[src/rtl/alu_operand_arbiter.sv]
// alu_operand_arbiter
// Shares one ALU between the core pipeline and the XMM (Q15) unit.
// - Each cycle it picks one requester. The core wins by default. XMM wins once
//   it has been denied STARVE_LIMIT cycles in a row.
// - The winner's operand selects and opcode are registered onto the ALU.
// - An owner tag follows each op so the result strobe returns to the right unit.
// Optional build macro: ALU_ARB_PERF_EN enables the saturating perf counters.
// When the macro is undefined, the perf outputs are tied to zero.
module alu_operand_arbiter #(
  parameter int ALU_LATENCY  = 1,
  parameter int STARVE_LIMIT = 4
) (
  input  logic        clk,
  input  logic        reset_n,
  input  logic        core_req,
  input  logic [2:0]  core_a_src,
  input  logic [2:0]  core_b_src,
  input  logic [3:0]  core_op,
  output logic        core_gnt,
  output logic        core_rsp_valid,
  input  logic        xmm_req,
  input  logic [2:0]  xmm_a_src,
  input  logic [2:0]  xmm_b_src,
  input  logic [3:0]  xmm_op,
  output logic        xmm_gnt,
  output logic        xmm_rsp_valid,
  output logic        alu_issue,
  output logic [2:0]  alu_a_src,
  output logic [2:0]  alu_b_src,
  output logic [3:0]  alu_op,
  output logic        alu_owner,
  output logic        illegal_src,
  output logic [15:0] perf_core_cnt,
  output logic [15:0] perf_xmm_cnt,
  output logic [15:0] perf_stall_cnt
);

  localparam logic [3:0] LIMIT = 4'(STARVE_LIMIT);

  // Select code 111 is not a real mux input. It is replaced by the zero source.
  function automatic logic [2:0] sanitize_src(input logic [2:0] src);
    return (src == 3'b111) ? 3'b000 : src;
  endfunction

  function automatic logic is_illegal(input logic [2:0] a, input logic [2:0] b);
    return (a == 3'b111) || (b == 3'b111);
  endfunction

  logic [3:0] xmm_wait;
  logic       xmm_starved;
  logic       vld_p0;
  logic [2:0] a_src_p0;
  logic [2:0] b_src_p0;
  logic [3:0] op_p0;
  logic       owner_p0;
  logic       illegal_q;
  logic [ALU_LATENCY-1:0] rsp_vld_p;
  logic [ALU_LATENCY-1:0] rsp_own_p;

  // Combinational arbitration: the core wins unless XMM has hit its starvation limit.
  always_comb begin
    xmm_starved = xmm_req && (xmm_wait == LIMIT);
    core_gnt    = core_req && !xmm_starved;
    xmm_gnt     = xmm_req && !core_gnt;
  end

  // Count consecutive denied XMM cycles (saturating).
  // The count clears on an XMM grant or whenever XMM stops requesting.
  always_ff @(posedge clk or negedge reset_n) begin
    if (!reset_n) begin
      xmm_wait <= '0;
    end else if (!xmm_req || xmm_gnt) begin
      xmm_wait <= '0;
    end else if (xmm_wait != LIMIT) begin
      xmm_wait <= xmm_wait + 4'd1;
    end
  end

  // ---- stage p0: issue register driving the ALU input muxes ----
  // Register the winner's fields. The fields hold their values when nothing is granted.
  always_ff @(posedge clk or negedge reset_n) begin
    if (!reset_n) begin
      vld_p0    <= 1'b0;
      a_src_p0  <= '0;
      b_src_p0  <= '0;
      op_p0     <= '0;
      owner_p0  <= 1'b0;
      illegal_q <= 1'b0;
    end else begin
      vld_p0 <= core_gnt || xmm_gnt;
      if (core_gnt) begin
        a_src_p0 <= sanitize_src(core_a_src);
        b_src_p0 <= sanitize_src(core_b_src);
        op_p0    <= core_op;
        owner_p0 <= 1'b0;
        if (is_illegal(core_a_src, core_b_src)) illegal_q <= 1'b1;
      end else if (xmm_gnt) begin
        a_src_p0 <= sanitize_src(xmm_a_src);
        b_src_p0 <= sanitize_src(xmm_b_src);
        op_p0    <= xmm_op;
        owner_p0 <= 1'b1;
        if (is_illegal(xmm_a_src, xmm_b_src)) illegal_q <= 1'b1;
      end
    end
  end

  assign alu_issue   = vld_p0;
  assign alu_a_src   = a_src_p0;
  assign alu_b_src   = b_src_p0;
  assign alu_op      = op_p0;
  assign alu_owner   = owner_p0;
  assign illegal_src = illegal_q;

  // ---- stages p1..pN: owner tag tracks the op through the ALU latency ----
  // Shift the valid/owner tag one stage per cycle. Reset drops any responses in flight.
  always_ff @(posedge clk or negedge reset_n) begin
    if (!reset_n) begin
      rsp_vld_p <= '0;
      rsp_own_p <= '0;
    end else begin
      rsp_vld_p[0] <= vld_p0;
      rsp_own_p[0] <= owner_p0;
      for (int i = 1; i < ALU_LATENCY; i++) begin
        rsp_vld_p[i] <= rsp_vld_p[i-1];
        rsp_own_p[i] <= rsp_own_p[i-1];
      end
    end
  end

  assign core_rsp_valid = rsp_vld_p[ALU_LATENCY-1] && !rsp_own_p[ALU_LATENCY-1];
  assign xmm_rsp_valid  = rsp_vld_p[ALU_LATENCY-1] &&  rsp_own_p[ALU_LATENCY-1];

`ifdef ALU_ARB_PERF_EN
  logic [15:0] core_cnt;
  logic [15:0] xmm_cnt;
  logic [15:0] stall_cnt;
  logic        stall;

  function automatic logic [15:0] sat_inc(input logic [15:0] v);
    return (v == 16'hFFFF) ? v : v + 16'd1;
  endfunction

  // A stall is any cycle in which at least one request was left unserved.
  assign stall = (core_req && !core_gnt) || (xmm_req && !xmm_gnt);

  // Saturating event counters for grants and stalls.
  always_ff @(posedge clk or negedge reset_n) begin
    if (!reset_n) begin
      core_cnt  <= '0;
      xmm_cnt   <= '0;
      stall_cnt <= '0;
    end else begin
      if (core_gnt) core_cnt  <= sat_inc(core_cnt);
      if (xmm_gnt)  xmm_cnt   <= sat_inc(xmm_cnt);
      if (stall)    stall_cnt <= sat_inc(stall_cnt);
    end
  end

  assign perf_core_cnt  = core_cnt;
  assign perf_xmm_cnt   = xmm_cnt;
  assign perf_stall_cnt = stall_cnt;
`else
  assign perf_core_cnt  = 16'h0;
  assign perf_xmm_cnt   = 16'h0;
  assign perf_stall_cnt = 16'h0;
`endif

endmodule

[config.mk]
export PLATFORM = sky130hd
export DESIGN_NAME = alu_operand_arbiter
export DESIGN_NICKNAME = d
export VERILOG_FILES = /design/src/rtl/alu_operand_arbiter.sv
export SDC_FILE = /design/constraint.sdc
export NUM_CORES = 1
export LEC_CHECK = 0
export CAP_MARGIN = 20
export CORE_ASPECT_RATIO = 0.5
export CORE_MARGIN = 2
export CORE_UTILIZATION = 38
export DETAILED_ROUTE_END_ITERATION = 8
export GPL_ROUTABILITY_DRIVEN = 0
export PLACE_DENSITY = 0.85
export SLEW_MARGIN = 0
export SYNTH_ARGS = -nofsm -noshare
export SYNTH_HDL_FRONTEND = slang
export SYNTH_SLANG_ARGS = --single-unit
[constraint.sdc]
create_clock -name clk -period 2.4 [get_ports clk]
set_clock_uncertainty 0.05 [all_clocks]
set_input_delay 0.48 -clock clk [delete_from_list [all_inputs] [get_ports clk]]
set_output_delay 0.48 -clock clk [all_outputs]
set_load 0.05 [all_outputs]
==> results.py <==
metrics = {
    "place": {
        "hpwl_um": 2070,
        "placedCellCount": 228,
        "port_buffers": 40,
        "placed_cell_area_um2": 1600,
    },
    "min_path": {
        "whs_endpoint": "rsp_vld_p",
        "hp-class": "register to register",
        "holdCritStartpoint": "alu_issue",
        "hold_depth": 0,
    },
    "floorplanning": {
        "core_area_um2": 3360,
        "design.die.area_um2": 3960,
        "die_h_um": 45.5,
        "start_util_pct": 39.0,
        "num_rows": 15,
        "die_w_um": 87.1,
        "io_pins": 89,
    },
    "synthesis": {
        "synth.area.top_cells": "dfrtp_1, buf_4, nor2b_1",
        "synth_top_cell_area_share_pct": 36.3,
        "yosys_warnings": 0,
        "ys_ff_latch": 19,
        "synth.largest_area_cell": "dfrtp_1",
        "syn-instance-count": 148,
        "ys_seq_area_share_pct": 36.3,
        "ys_types": 25,
        "syn_area_per_cell_um2": 8.86,
        "synth_area_um2": 1310,
    },
    "sta": {
        "tns_ns": 0,
        "period_needed_ns": 2.22,
        "fin_crit_sh_pct": 92.5,
        "rsz0062_at_grt": "no",
        "max_freq_ghz": 0.450,
        "setup_viol": 0,
        "finalHoldViolations": 0,
        "slew_violations": 0,
        "slew_headroom_pct": 63.3,
        "tightestPinTransition_ns": 0.549,
    },
    "clock_tree": {
        "cts_resized": 0,
        "postCtsHoldBufs": 0,
        "cts_tree": "yes",
        "cts.sinks": 19,
        "cts-root-buf": "clkbuf_8",
        "clk_path_buf_depth": 2,
        "clk_pin_slew_ns": 0.07,
        "numCtsBuffers": 3,
        "ctsHtreeMaxLevel": 1,
        "clkLatencyLatePin_ns": 0.25,
        "cts_setup_buffers": 0,
    },
    "route": {
        "viasPerCell": 4.47,
        "routed_wl_um": 2670,
        "drc": 0,
        "wl_met2_um": 1350,
        "m1WireLength_um": 979,
        "num_vias": 1036,
        "dr_wl_met3_um": 246,
        "drtAntennaViolNets": 0,
        "top_layer_used": "met4",
        "drtIter0Drc": 87,
        "wire_per_inst_um": 11.5,
        "drt_pass1_iterations": 5,
    },
    "global_routing": {
        "grt.total_usage_pct": 13.9,
        "gr-total-overflow": 0,
        "antenna_found_initial": 0,
        "grt_pass1_wl_um": 4150,
        "first_global_vias": 925,
        "grt_max_degree": 25,
    },
    "power": {
        "p_total_mw": 0.982,
        "p_per_area_nw_per_um2": 595,
        "ir_worst_vdd_v": 0.000208,
        "leakage_nw": 0.792,
    },
    "finish": {
        "antenna_cells": 0,
        "final_cells": 232,
        "fin_area_um2": 1650,
        "drive_gt1_share_pct": 6.32,
        "final_nets": 217,
        "syn2layout_area_growth_pct": 25.8,
    },
    "worst_setup_path": {
        "end_kind": "output pin",
        "crit_path_max_fanout": 24,
        "criticalPathCategory": "input port to output pin",
        "worstSetupStartpointType": "input port",
        "reg2regPathDepth": 6,
        "cp.required_ns": 1.87,
        "rrSetupSlack_ns": 0.77,
        "r2r-start": "xmm_wait[0]",
        "worst_ep_arrival_time_ns": 1.69,
        "rr_endpoint": "illegal_src",
    },
    "outcome": {
        "outcome": "complete, no violations",
    },
    "job": {
        "maxCapViolations": 0,
    },
}
## power by group
group / total, mW / internal [mW] / switching (mW)
combinational: 0.410 / 0.103 / 0.308
sequential: 0.353 / 0.341 / 0.0115
clock: 0.219 / 0.115 / 0.103
total: 0.982 / 0.559 / 0.422
## synth_stat cells
master    number
inv_1          2
nand4b_1       1
buf_2          1
and3_1         4
buf_6          1
clkbuf_1       3
o21ai_0        2
xor2_1         1
a221o_1        1
nor2b_1        8
buf_4         49
a22oi_1        1
nor2_1         2
o21ai_1        8
a31oi_1        6
and2_1         2
ha_1           2
nand4_1        6
nand2_1       13
or2_2          1
xnor2_1        1
mux2i_1        4
conb_1         1
dfrtp_1       19
nand3_1        9
## worst max-delay path, cell delays in order
cell,delay [ns]
clkdlybuf4s50_1,0.48
buf_4,0.27
nor2b_1,0.28
buf_12,0.17
## state kept, by name, summed over array words and instances, names as in the netlist
name / count
alu_b_src: 3
alu_owner: 1
rsp_vld_p: 1
alu_op: 4
xmm_wait: 4
rsp_own_p: 1
illegal_src: 1
alu_issue: 1
alu_a_src: 3
## placed cells by master, fill, tap and decap left out, types with 5 or more instances in the layout
| cell | n |
|---|---|
| conb_1 | 48 |
| clkdlybuf4s50_1 | 38 |
| nand3_1 | 9 |
| o21ai_1 | 8 |
| nand2_1 | 13 |
| buf_4 | 5 |
| dfrtp_1 | 19 |
| nand4_1 | 6 |
| a31oi_1 | 6 |
| nor2b_1 | 8 |
## cell type report
type,instances,area (um2)
Inverter,2,7.51
Tap cell,42,52.6
Clock inverter,1,5.00
Sequential cell,19,475
Clock buffer,3,41.3
Fill cell,291,1710
Timing Repair Buffer,45,458
Multi-Input combinational cell,120,609
## cell families after synthesis
kind of cell / after synthesis / share of synthesized area, %
buffers and inverters: 56 / 30.7
and+or+nand+nor: 46 / 18.4
DFF: 19 / 36.3
AOI/OAI and AO/OA: 18 / 8.02
muxes: 4 / 3.05
adders and majority gates: 2 / 1.91
xor gates and xnor gates: 2 / 1.34
other: 1 / 0.286
## worst max-delay path by stage
stage,start,cells past startpoint,end
after floorplan,xmm_wait[0],6,xmm_gnt
after global placement,xmm_req,4,xmm_gnt
after detailed placement,xmm_req,4,xmm_gnt
after CTS,xmm_req,5,xmm_gnt
after global routing,xmm_req,5,xmm_gnt
final,xmm_req,4,xmm_gnt
## metal layers
metal  track usage, %  up-vias
met5                0        -
met4             7.19        0
met3             4.89       12
met2             25.2       65
met1             14.7      475
li1                 -      484
## through the flow
stage | hold WS [ns] | setup slack, ns | util [%]
final | 0.341 | 0.180 | 49.1
after detailed placement | 0.328 | 0.177 | 47.7
after CTS | 0.344 | 0.173 | 49.1
after global placement | 0.309 | 0.199 | 47.7
after floorplan | 0.134 | 0.188 | -
after global routing | 0.367 | 0.119 | 49.1
Power figures use the tool's default switching activity.
